--- src/rtl/cam_core.sv ---
// cam_core: content-addressable memory with a fixed IDLE -> CMP -> RESP pass
// per operation. Writes store din at entry addr unless the key already lives
// at a different entry. Searches return the lowest matching entry index.
//
// Optional build macro: CAM_MULTI_HIT_EN adds the multi_hit output.
//
// Ports:
//   clk                  system clock, rising edge
//   rst                  asynchronous reset, active-low
//   req                  operation request, sampled only in IDLE
//   wr_nrd               1 = write, 0 = search
//   din                  write data or search key
//   addr                 write target entry (ignored for search)
//   dout                 search result index, zero-extended, 0 on miss
//   read_valid           one-cycle pulse, search result valid
//   hit                  search found a match (qualifies read_valid)
//   busy                 FSM not IDLE
//   full                 all entries valid
//   almost_full          valid count >= DEPTH - AF_MARGIN
//   write_error          one-cycle pulse, write rejected as duplicate
//   invalid_write_state  one-cycle pulse, write requested while busy, dropped
//   multi_hit            (CAM_MULTI_HIT_EN only) more than one entry matched
module cam_core #(
  parameter int unsigned WIDTH_DATA = 8,
  parameter int unsigned WIDTH_ADDR = 4,
  parameter int unsigned AF_MARGIN  = 2
) (
  input  logic                  clk,
  input  logic                  rst,
  input  logic                  req,
  input  logic                  wr_nrd,
  input  logic [WIDTH_DATA-1:0] din,
  input  logic [WIDTH_ADDR-1:0] addr,
  output logic [WIDTH_DATA-1:0] dout,
  output logic                  read_valid,
  output logic                  hit,
  output logic                  busy,
  output logic                  full,
  output logic                  almost_full,
  output logic                  write_error,
`ifdef CAM_MULTI_HIT_EN
  output logic                  multi_hit,
`endif
  output logic                  invalid_write_state
);

  localparam int unsigned DEPTH = 2 ** WIDTH_ADDR;
  localparam int unsigned CNT_W = WIDTH_ADDR + 1;

  typedef enum logic [1:0] {
    S_IDLE = 2'd0,
    S_CMP  = 2'd1,
    S_RESP = 2'd2
  } state_t;

  state_t                r_state;
  logic                  r_op_wr;
  logic [WIDTH_DATA-1:0] r_key;
  logic [WIDTH_ADDR-1:0] r_addr;
  logic [WIDTH_DATA-1:0] r_data [DEPTH];
  logic [DEPTH-1:0]      r_valid;
  logic [CNT_W-1:0]      r_count;

  logic [DEPTH-1:0]      w_match;
  logic [DEPTH-1:0]      w_addr_oh;
  logic [WIDTH_ADDR-1:0] w_low;
  logic                  w_conflict;
  logic                  w_do_write;
  logic [CNT_W-1:0]      w_count_nxt;

  // Parallel compare of the latched key against every valid entry.
  always_comb begin
    w_match = '0;
    for (int i = 0; i < int'(DEPTH); i++) begin
      w_match[i] = r_valid[i] && (r_data[i] == r_key);
    end
  end

  // Lowest-index priority encoder: scan downward so the lowest match wins.
  always_comb begin
    w_low = '0;
    for (int i = int'(DEPTH) - 1; i >= 0; i--) begin
      if (w_match[i]) begin
        w_low = WIDTH_ADDR'(i);
      end
    end
  end

  // A write is a duplicate only if the key already sits at some other entry;
  // a match at the target entry itself is a legal rewrite.
  always_comb begin
    w_addr_oh   = DEPTH'(1) << r_addr;
    w_conflict  = |(w_match & ~w_addr_oh);
    w_do_write  = (r_state == S_CMP) && r_op_wr && !w_conflict;
    w_count_nxt = r_count + CNT_W'(!r_valid[r_addr]);
  end

  // Entry storage has no reset; the valid bits alone define occupancy.
  always_ff @(posedge clk) begin
    if (w_do_write) begin
      r_data[r_addr] <= r_key;
    end
  end

  // Operation FSM with registered status and response outputs.
  always_ff @(posedge clk or negedge rst) begin
    if (!rst) begin
      r_state             <= S_IDLE;
      r_op_wr             <= 1'b0;
      r_key               <= '0;
      r_addr              <= '0;
      r_valid             <= '0;
      r_count             <= '0;
      dout                <= '0;
      read_valid          <= 1'b0;
      hit                 <= 1'b0;
      busy                <= 1'b0;
      full                <= 1'b0;
      almost_full         <= 1'b0;
      write_error         <= 1'b0;
      invalid_write_state <= 1'b0;
`ifdef CAM_MULTI_HIT_EN
      multi_hit           <= 1'b0;
`endif
    end else begin
      read_valid          <= 1'b0;
      write_error         <= 1'b0;
      invalid_write_state <= 1'b0;
      case (r_state)
        S_IDLE: begin
          if (req) begin
            r_op_wr <= wr_nrd;
            r_key   <= din;
            r_addr  <= addr;
            r_state <= S_CMP;
            busy    <= 1'b1;
          end
        end
        S_CMP: begin
          invalid_write_state <= req && wr_nrd;
          r_state             <= S_RESP;
          if (r_op_wr) begin
            if (w_conflict) begin
              write_error <= 1'b1;
            end else begin
              r_valid[r_addr] <= 1'b1;
              r_count         <= w_count_nxt;
              full            <= (w_count_nxt == CNT_W'(DEPTH));
              almost_full     <= (w_count_nxt >= CNT_W'(DEPTH - AF_MARGIN));
            end
          end else begin
            read_valid <= 1'b1;
            hit        <= |w_match;
            dout       <= WIDTH_DATA'(w_low);
`ifdef CAM_MULTI_HIT_EN
            // Clearing the lowest set bit leaves something only if >1 matched.
            multi_hit  <= |(w_match & (w_match - DEPTH'(1)));
`endif
          end
        end
        S_RESP: begin
          invalid_write_state <= req && wr_nrd;
          r_state             <= S_IDLE;
          busy                <= 1'b0;
        end
        default: begin
          r_state <= S_IDLE;
          busy    <= 1'b0;
        end
      endcase
    end
  end

endmodule

--- config.mk ---
export PLATFORM = sky130hd
export DESIGN_NAME = cam_core
export DESIGN_NICKNAME = d
export VERILOG_FILES = /design/src/rtl/cam_core.sv
export SDC_FILE = /design/constraint.sdc
export NUM_CORES = 1
export LEC_CHECK = 0
export ABC_AREA = 1
export CORE_MARGIN = 4
export CORE_UTILIZATION = 55
export CTS_CLUSTER_DIAMETER = 200
export CTS_CLUSTER_SIZE = 24
export DETAILED_ROUTE_END_ITERATION = 7
export PLACE_DENSITY = 0.85
export SETUP_SLACK_MARGIN = 0.2
export SLEW_MARGIN = 20
export SYNTH_ARGS = -nofsm -noshare
export SYNTH_HDL_FRONTEND = slang
export SYNTH_SLANG_ARGS = --single-unit
--- constraint.sdc ---
create_clock -name clk -period 3.2 [get_ports clk]
set_clock_uncertainty 0.2 [all_clocks]
set_input_delay 0.64 -clock clk [delete_from_list [all_inputs] [get_ports clk]]
set_output_delay 0.64 -clock clk [all_outputs]
set_load 0.05 [all_outputs]
==> results of run 1 <==
## final timing paths
check                                          end  slack (ns)  depth (start not counted)
max                         r_data[7][1]$_DFFE_PP_        0.30                         12
max reg2reg                 r_data[7][1]$_DFFE_PP_        0.30                         12
min                         r_valid[9]$_DFFE_PN0P_        0.02                          1
max in group asynchronous     r_key[5]$_DFFE_PN0P_        1.97                          2
min in group clk           r_valid[15]$_DFFE_PN0P_        0.27                          2
min reg2reg                r_valid[15]$_DFFE_PN0P_        0.27                          2
## stage by stage
| step | power [mW] | hold WS (ns) | cells |
|---|---|---|---|
| after floorplan | 5.09 | 0.144 | 822 |
| after global placement | 5.90 | 0.250 | 1024 |
| after detailed placement | 6.01 | 0.253 | 1024 |
| after CTS | 8.11 | 0.0258 | 1056 |
| after global routing | 8.55 | 0.0416 | 1057 |
| final | 8.17 | 0.0208 | 1057 |
## worst reg2reg max path: stages, from the launching register on
cell and delay (ns):
dfrtp_1 0.37, buf_12 0.23, inv_2 0.14, or2_1 0.23, nand4_1 0.08, nor2_1 0.07
nand3_2 0.09, o22ai_1 0.08, nor2_1 0.11, nand2_1 0.13, nor3_4 0.25, nand2_4 0.20
nor2_2 0.39
## sequential cells by signal, summed over array words and instances, names as in the netlist, 2 cells and up
name and count:
r_valid 16, r_count 5, r_addr 4, dout 4
r_data 128, r_key 8, r_state 2
## timing repair
item	CTS	global route
endpoints found under the setup margin	79	135
buffers inserted	0	1
gates resized for setup	2	31
pin swaps	0	1
## placed cells by master, fill, tap and decap left out, types with 2 or more instances in the layout
| master | Yosys | final |
|---|---|---|
| o21ai_0 | 16 | 16 |
| inv_1 | 97 | 87 |
| bufinv_16 | 0 | 3 |
| dfrtp_1 | 47 | 45 |
| nor2_2 | 0 | 6 |
| buf_12 | 0 | 6 |
| clkinv_2 | 0 | 3 |
| nand2_2 | 0 | 2 |
| xnor2_1 | 20 | 20 |
| o21bai_2 | 2 | 2 |
| edfxtp_1 | 128 | 128 |
| dfrtp_2 | 0 | 2 |
| o2111ai_1 | 5 | 5 |
| nand3b_1 | 3 | 3 |
| clkdlybuf4s50_1 | 0 | 25 |
| nor4_1 | 13 | 13 |
| xor2_1 | 33 | 33 |
| o21ai_2 | 9 | 9 |
| mux2_2 | 2 | 2 |
| inv_6 | 0 | 3 |
| or2_2 | 8 | 8 |
| inv_4 | 0 | 7 |
| clkinvlp_4 | 0 | 3 |
| nand4_1 | 9 | 9 |
| inv_2 | 8 | 11 |
| nand3_2 | 2 | 3 |
| a21oi_1 | 20 | 20 |
| nor3_1 | 11 | 11 |
| buf_4 | 13 | 17 |
| or2_1 | 11 | 11 |
| clkbuf_1 | 2 | 2 |
| conb_1 | 1 | 4 |
| a31oi_1 | 3 | 3 |
| or2_0 | 3 | 3 |
| ha_1 | 5 | 5 |
| nor2_1 | 111 | 104 |
| nand2_1 | 152 | 150 |
| clkbuf_16 | 0 | 17 |
| nand3_1 | 45 | 44 |
| o22ai_1 | 14 | 14 |
## per-layer routing
| metal | vias to the layer above | share of wire [%] |
|---|---|---|
| met5 | - | 0 |
| met4 | 0 | 2.7 |
| met3 | 61 | 7.3 |
| met2 | 320 | 50 |
| met1 | 2913 | 40 |
| li1 | 2792 | - |
## power by group through the flow
stage	registers, mW	clock network, mW	logic [mW]
CTS	3.14	2.10	2.86
detailed placement	3.19	0	2.83
global placement	3.17	0	2.73
finish	3.17	2.09	2.91
global route	3.19	2.21	3.15
floorplan	3.30	0	1.79
## logic make-up after synthesis
logic type,count (synthesis),synth area share [%]
xor gates and xnor gates,53,5.57
muxes,2,0.270
adders and majority gates,5,0.751
other,1,0.0450
DFF,175,60.3
and+or+nand+nor,372,19.6
buffers and inverters,135,7.60
AOI/OAI and AO/OA,76,5.89
## layout make-up
type                       count  area [µm²]  share of cell area, %
clock buffer                  19         433                   4.57
clock inverter                13         163                   1.72
inverter                     105         412                   4.34
multi-input combinational    512        2720                   28.7
sequential                   175        5020                   53.0
tap                          184         230                   2.43
timing repair buffer          49         503                   5.30
==> results.yml, run 1 <==
outcome:
  outcome: "finished clean"
place:
  preCtsSetupSlack_ns: 0.125
  dpl.hpwl_um: 12700
  gp_congestion: 0.901
  postPlaceCellArea_um2: 8830
  placement.io_buffers: 26
power_and_ir_drop:
  sw_frac_of_total_pct: 37.4
  pwr-share-seq_pct: 38.7
  power_density_nw_per_um2: 862
  power.share.combinational_pct: 35.6
  p_clk_share_pct: 25.6
  static-leakage-power_nw: 3.87
  cell_internal_pwr_mw: 5.12
  power.switching_mw: 3.06
  ir_worst_vdd_mv: 0.617
floorplanning:
  die_area_um2: 17200
  die_width_um: 131
  top_level_ports: 31
  floorplan.initialDensity_pct: 56.7
  row_count: 44
  die_y_um: 131
  fp.coreArea_um2: 14700
setup_path:
  timing.rr.start: "r_key[2]$_DFFE_PN0P_"
  worst_path_max_delay_cell: "nor2_2"
  timing.critical_path.cells: "buf_12 -> inv_2 -> or2_1 -> nand4_1 -> nor2_1 -> nand3_2 -> o22ai_1 -> nor2_1 -> nand2_1 -> nor3_4 -> nand2_4 -> nor2_2"
  timing_worst_setup_path_type: "flip-flop to flip-flop"
  worst_ep_required_time_ns: 3.08
  worst_setup_path_start_kind: "flip-flop"
  cpLargestDelayFamily: "simple AND/OR/NAND/NOR gates"
  critical_path.n_buffers_inverters: 2
  timing.critical_path.to_type: "flip-flop"
  cp_max_fo: 31
  crit_path_frequent_cell: "nor2_1"
  critical_path_s_largest_stage_delay_ns: 0.39
  start_point_of_the_critical_path: "r_key[2]$_DFFE_PN0P_"
  critical_path_arrival_ns: 2.78
logic_synthesis:
  synthesis.yosys.warnings: 0
  syn-mean-instance-area_um2: 10.2
  synthesized_flop_and_latch_total: 175
  synth-seq-area-share_pct: 60.3
  synth.top_cell.area_share_pct: 46.2
  synth_area_leader_cell: "edfxtp_1"
  synth_ff_type: "edfxtp_1"
  synth_edf_count: 128
  synthCells: 819
  synth.cell_area_um2: 8330
  synth.top_cells.by_count: "nand2_1, edfxtp_1, nor2_1"
  synth-async-reset-ratio_pct: 26.9
  synth_cell_types: 44
  yosys-top-cells-area: "edfxtp_1, dfrtp_1, nand2_1"
  synthMostInstantiatedCell: "nand2_1"
clocking:
  cts_max_path_buffers: 2
  worst_setup_hold_path_clk_slew_ns: 0.07
  cts_tree: "yes"
  cts.sink_count: 175
  hold_fix_buffers_at_cts: 0
  cts.htree.levels: 4
  cts_buffers: 17
  clock-root-buffer: "clkbuf_16"
  insertion_delay_ns: 0.43
cells_and_area:
  postLayoutCoreUtil_pct: 64.5
  drive_above_1_share_pct: 12.6
  flow.area_growth_from_synthesis_pct: 13.9
  n_fill_cell: 1008
  antenna_cells: 0
  total_non_filler_cell_area_in_the_finished_layout_um2: 9480
  num-nets-final: 881
sta:
  grt_setup_unrepaired: "yes"
  clock.fmax_mhz: 345
  tightestPinTransition_ns: 0.732
  layout_setup_ws_ns: 0.302
  finalHoldViolCount: 0
  finalCriticalPeriod_ns: 2.90
  timing.slew.headroom_pct: 50.8
  finalSetupViolCount: 0
  final_setup_tns_ns: 0
  finalMaxSlewViolations: 0
  fin_crit_sh_pct: 90.6
global_routing:
  grt_usage_pct: 23.6
  groute.layer.met1.usage_pct: 30.8
  grt_antenna_before_repair: 0
  grt_start_max_net_pins: 32
  grt_first_pass_wirelength_um: 30300
  grt_pass1_vias: 5936
  use_met2_pct: 38.7
  met3_usage_pct: 5.23
  busiest_layer: "met2"
  grt-ovfl-total: 0
route:
  drt_iter0_drc: 725
  wire_per_inst_um: 18.4
  vias: 6086
  route.antenna.remaining_nets: 0
  via_per_inst: 5.76
  drc_errors: 0
  dr.pass1.iters: 5
  totalWireLength_um: 19500
flow_run:
  total_of_max_cap_violations: 0
worst_hold_path:
  class_of_the_tightest_hold_or_removal_check: "input port to async pin"
No activity file was read; power rests on OpenSTA's default activity.
==> inputs of run 2 (changes only) <==
--- a/config.mk
+++ b/config.mk
@@ -7,11 +7,11 @@
 export LEC_CHECK = 0
 export ABC_AREA = 1
 export CORE_MARGIN = 4
-export CORE_UTILIZATION = 55
+export CORE_UTILIZATION = 25
 export CTS_CLUSTER_DIAMETER = 200
 export CTS_CLUSTER_SIZE = 24
 export DETAILED_ROUTE_END_ITERATION = 7
-export PLACE_DENSITY = 0.85
+export PLACE_DENSITY = 0.51
 export SETUP_SLACK_MARGIN = 0.2
 export SLEW_MARGIN = 20
 export SYNTH_ARGS = -nofsm -noshare
==> results.yml, run 2 (synthesis gave the netlist of run 1 again) <==
setup_path:
  cpLargestDelayFamily: "simple AND/OR/NAND/NOR gates"
  cp_max_fo: 10
  worst_path_max_delay_cell: "dfrtp_1"
  critical_path_s_largest_stage_delay_ns: 0.39
  critical_path.n_buffers_inverters: 5
  worst_setup_path_start_kind: "flip-flop"
  timing.critical_path.cells: "inv_2 -> buf_4 -> or2_2 -> nand4_1 -> nor4_1 -> nand3_1 -> inv_2 -> nand2_1 -> o2111ai_1 -> nor3_4 -> buf_4 -> nand3_1 -> inv_4"
  critical_path_arrival_ns: 2.81
  timing_worst_setup_path_type: "flip-flop to flip-flop"
  worst_ep_required_time_ns: 3.13
  timing.critical_path.to_type: "flip-flop"
sta:
  holdWs_ns: 0.0665
  fin_crit_sh_pct: 89.9
  layout_setup_ws_ns: 0.324
  clock.fmax_mhz: 348
  finalHoldViolCount: 0
  finalCriticalPeriod_ns: 2.88
  final_setup_tns_ns: 0
  grt_setup_unrepaired: "yes"
  tightestPinTransition_ns: 0.746
  finalSetupViolCount: 0
  finalMaxSlewViolations: 0
  timing.slew.headroom_pct: 50.1
global_routing:
  grt_pass1_vias: 5782
  grt_first_pass_wirelength_um: 32200
  grt_usage_pct: 11.5
  grt_start_max_net_pins: 30
  grt-ovfl-total: 0
  grt_antenna_before_repair: 0
cells_and_area:
  total_non_filler_cell_area_in_the_finished_layout_um2: 9900
  max_flop_register: "r_data"
  largest_reg_flops: 128
  antenna_cells: 0
  num-nets-final: 893
  stdcell_count: 1327
  postLayoutCoreUtil_pct: 30.3
  flow.area_growth_from_synthesis_pct: 18.8
  drive_above_1_share_pct: 14.0
  final_cell_mix: "nand2_1, edfxtp_1, nor2_1"
  commonest_non_fill_non_tap_cell_in_the_layout: "nand2_1"
  reg.largest.list: "r_data (128), r_valid (16), r_key (8)"
route:
  dr.pass1.iters: 5
  via_per_inst: 4.26
  vias: 5655
  drc_errors: 0
  totalWireLength_um: 20200
  route.antenna.remaining_nets: 0
  drt_iter0_drc: 350
  wire_per_inst_um: 15.2
clocking:
  hold_fix_buffers_at_cts: 0
  cts.htree.levels: 4
  cts_max_path_buffers: 2
  insertion_delay_ns: 0.42
  cts.sink_count: 175
  clock-root-buffer: "clkbuf_16"
  worst_setup_hold_path_clk_slew_ns: 0.07
  cts_tree: "yes"
  cts_buffers: 17
power_and_ir_drop:
  static-leakage-power_nw: 3.93
  power_density_nw_per_um2: 829
  ir_worst_vdd_mv: 0.451
  report.power.total_mw: 8.20
place:
  dpl.cell_count: 1293
  gp_congestion: 0.848
  postPlaceCellArea_um2: 9190
  placement.io_buffers: 26
  preCtsSetupSlack_ns: 0.0848
  dpl.hpwl_um: 14200
worst_hold_path:
  class_of_the_tightest_hold_or_removal_check: "input port to async pin"
floorplanning:
  row_count: 66
  fp.coreArea_um2: 32700
  top_level_ports: 31
  die_width_um: 191
  die_y_um: 191
  die_area_um2: 36300
  floorplan.initialDensity_pct: 25.5
flow_run:
  total_of_max_cap_violations: 0
outcome:
  outcome: "finished clean"
[run 2: power breakdown]
part | total [mW] | leakage (nW) | switching [mW] | internal, mW
sequential | 3.14 | 1.74 | 0.208 | 2.93
combinational | 3.02 | 1.91 | 2.03 | 0.987
clock | 2.05 | 0.289 | 0.873 | 1.17
total | 8.20 | 3.93 | 3.11 | 5.09
[run 2: layer usage]
metal  vias up  routed length (µm)  GRT usage [%]  share of wire, %
met5         -                   0              0                 0
met3        27                 909           2.58               4.5
met1      2697                9670           15.8                48
met4         0                 418           3.26               2.1
met2       116                9190           18.5                46
li1       2815                   -              -                 -
[run 2: cell type report]
class	count	area [µm²]
clock buffers	19	443
clock inverters	13	136
fillers	3388	22800
inverters	105	414
multi-input cells	512	2770
flip-flops and latches	175	5020
well taps	442	553
repair buffers	61	559
[run 2: worst paths after layout]
check | from | endpoint | slack, ns | depth (start not counted)
worst max-delay path | r_key[0]$_DFFE_PN0P_ | r_data[0][7]$_DFFE_PP_ | 0.32 | 13
worst min-delay path | rst | full$_DFFE_PN0P_ | 0.07 | 1
min in group clk | r_valid[14]$_DFFE_PN0P_ | r_valid[14]$_DFFE_PN0P_ | 0.27 | 2
max in group asynchronous | rst | dout[1]$_DFFE_PN0P_ | 2.07 | 2
worst min register to register | r_valid[14]$_DFFE_PN0P_ | r_valid[14]$_DFFE_PN0P_ | 0.27 | 2
worst max register to register | r_key[0]$_DFFE_PN0P_ | r_data[0][7]$_DFFE_PP_ | 0.32 | 13
[run 2: what timing repair did]
item                                    4_1_cts  5_1_grt
pin swaps                                     0        4
gates resized for setup                       7       37
gates cloned                                  0        0
buffers inserted                              0        2
endpoints found under the setup margin       56      137
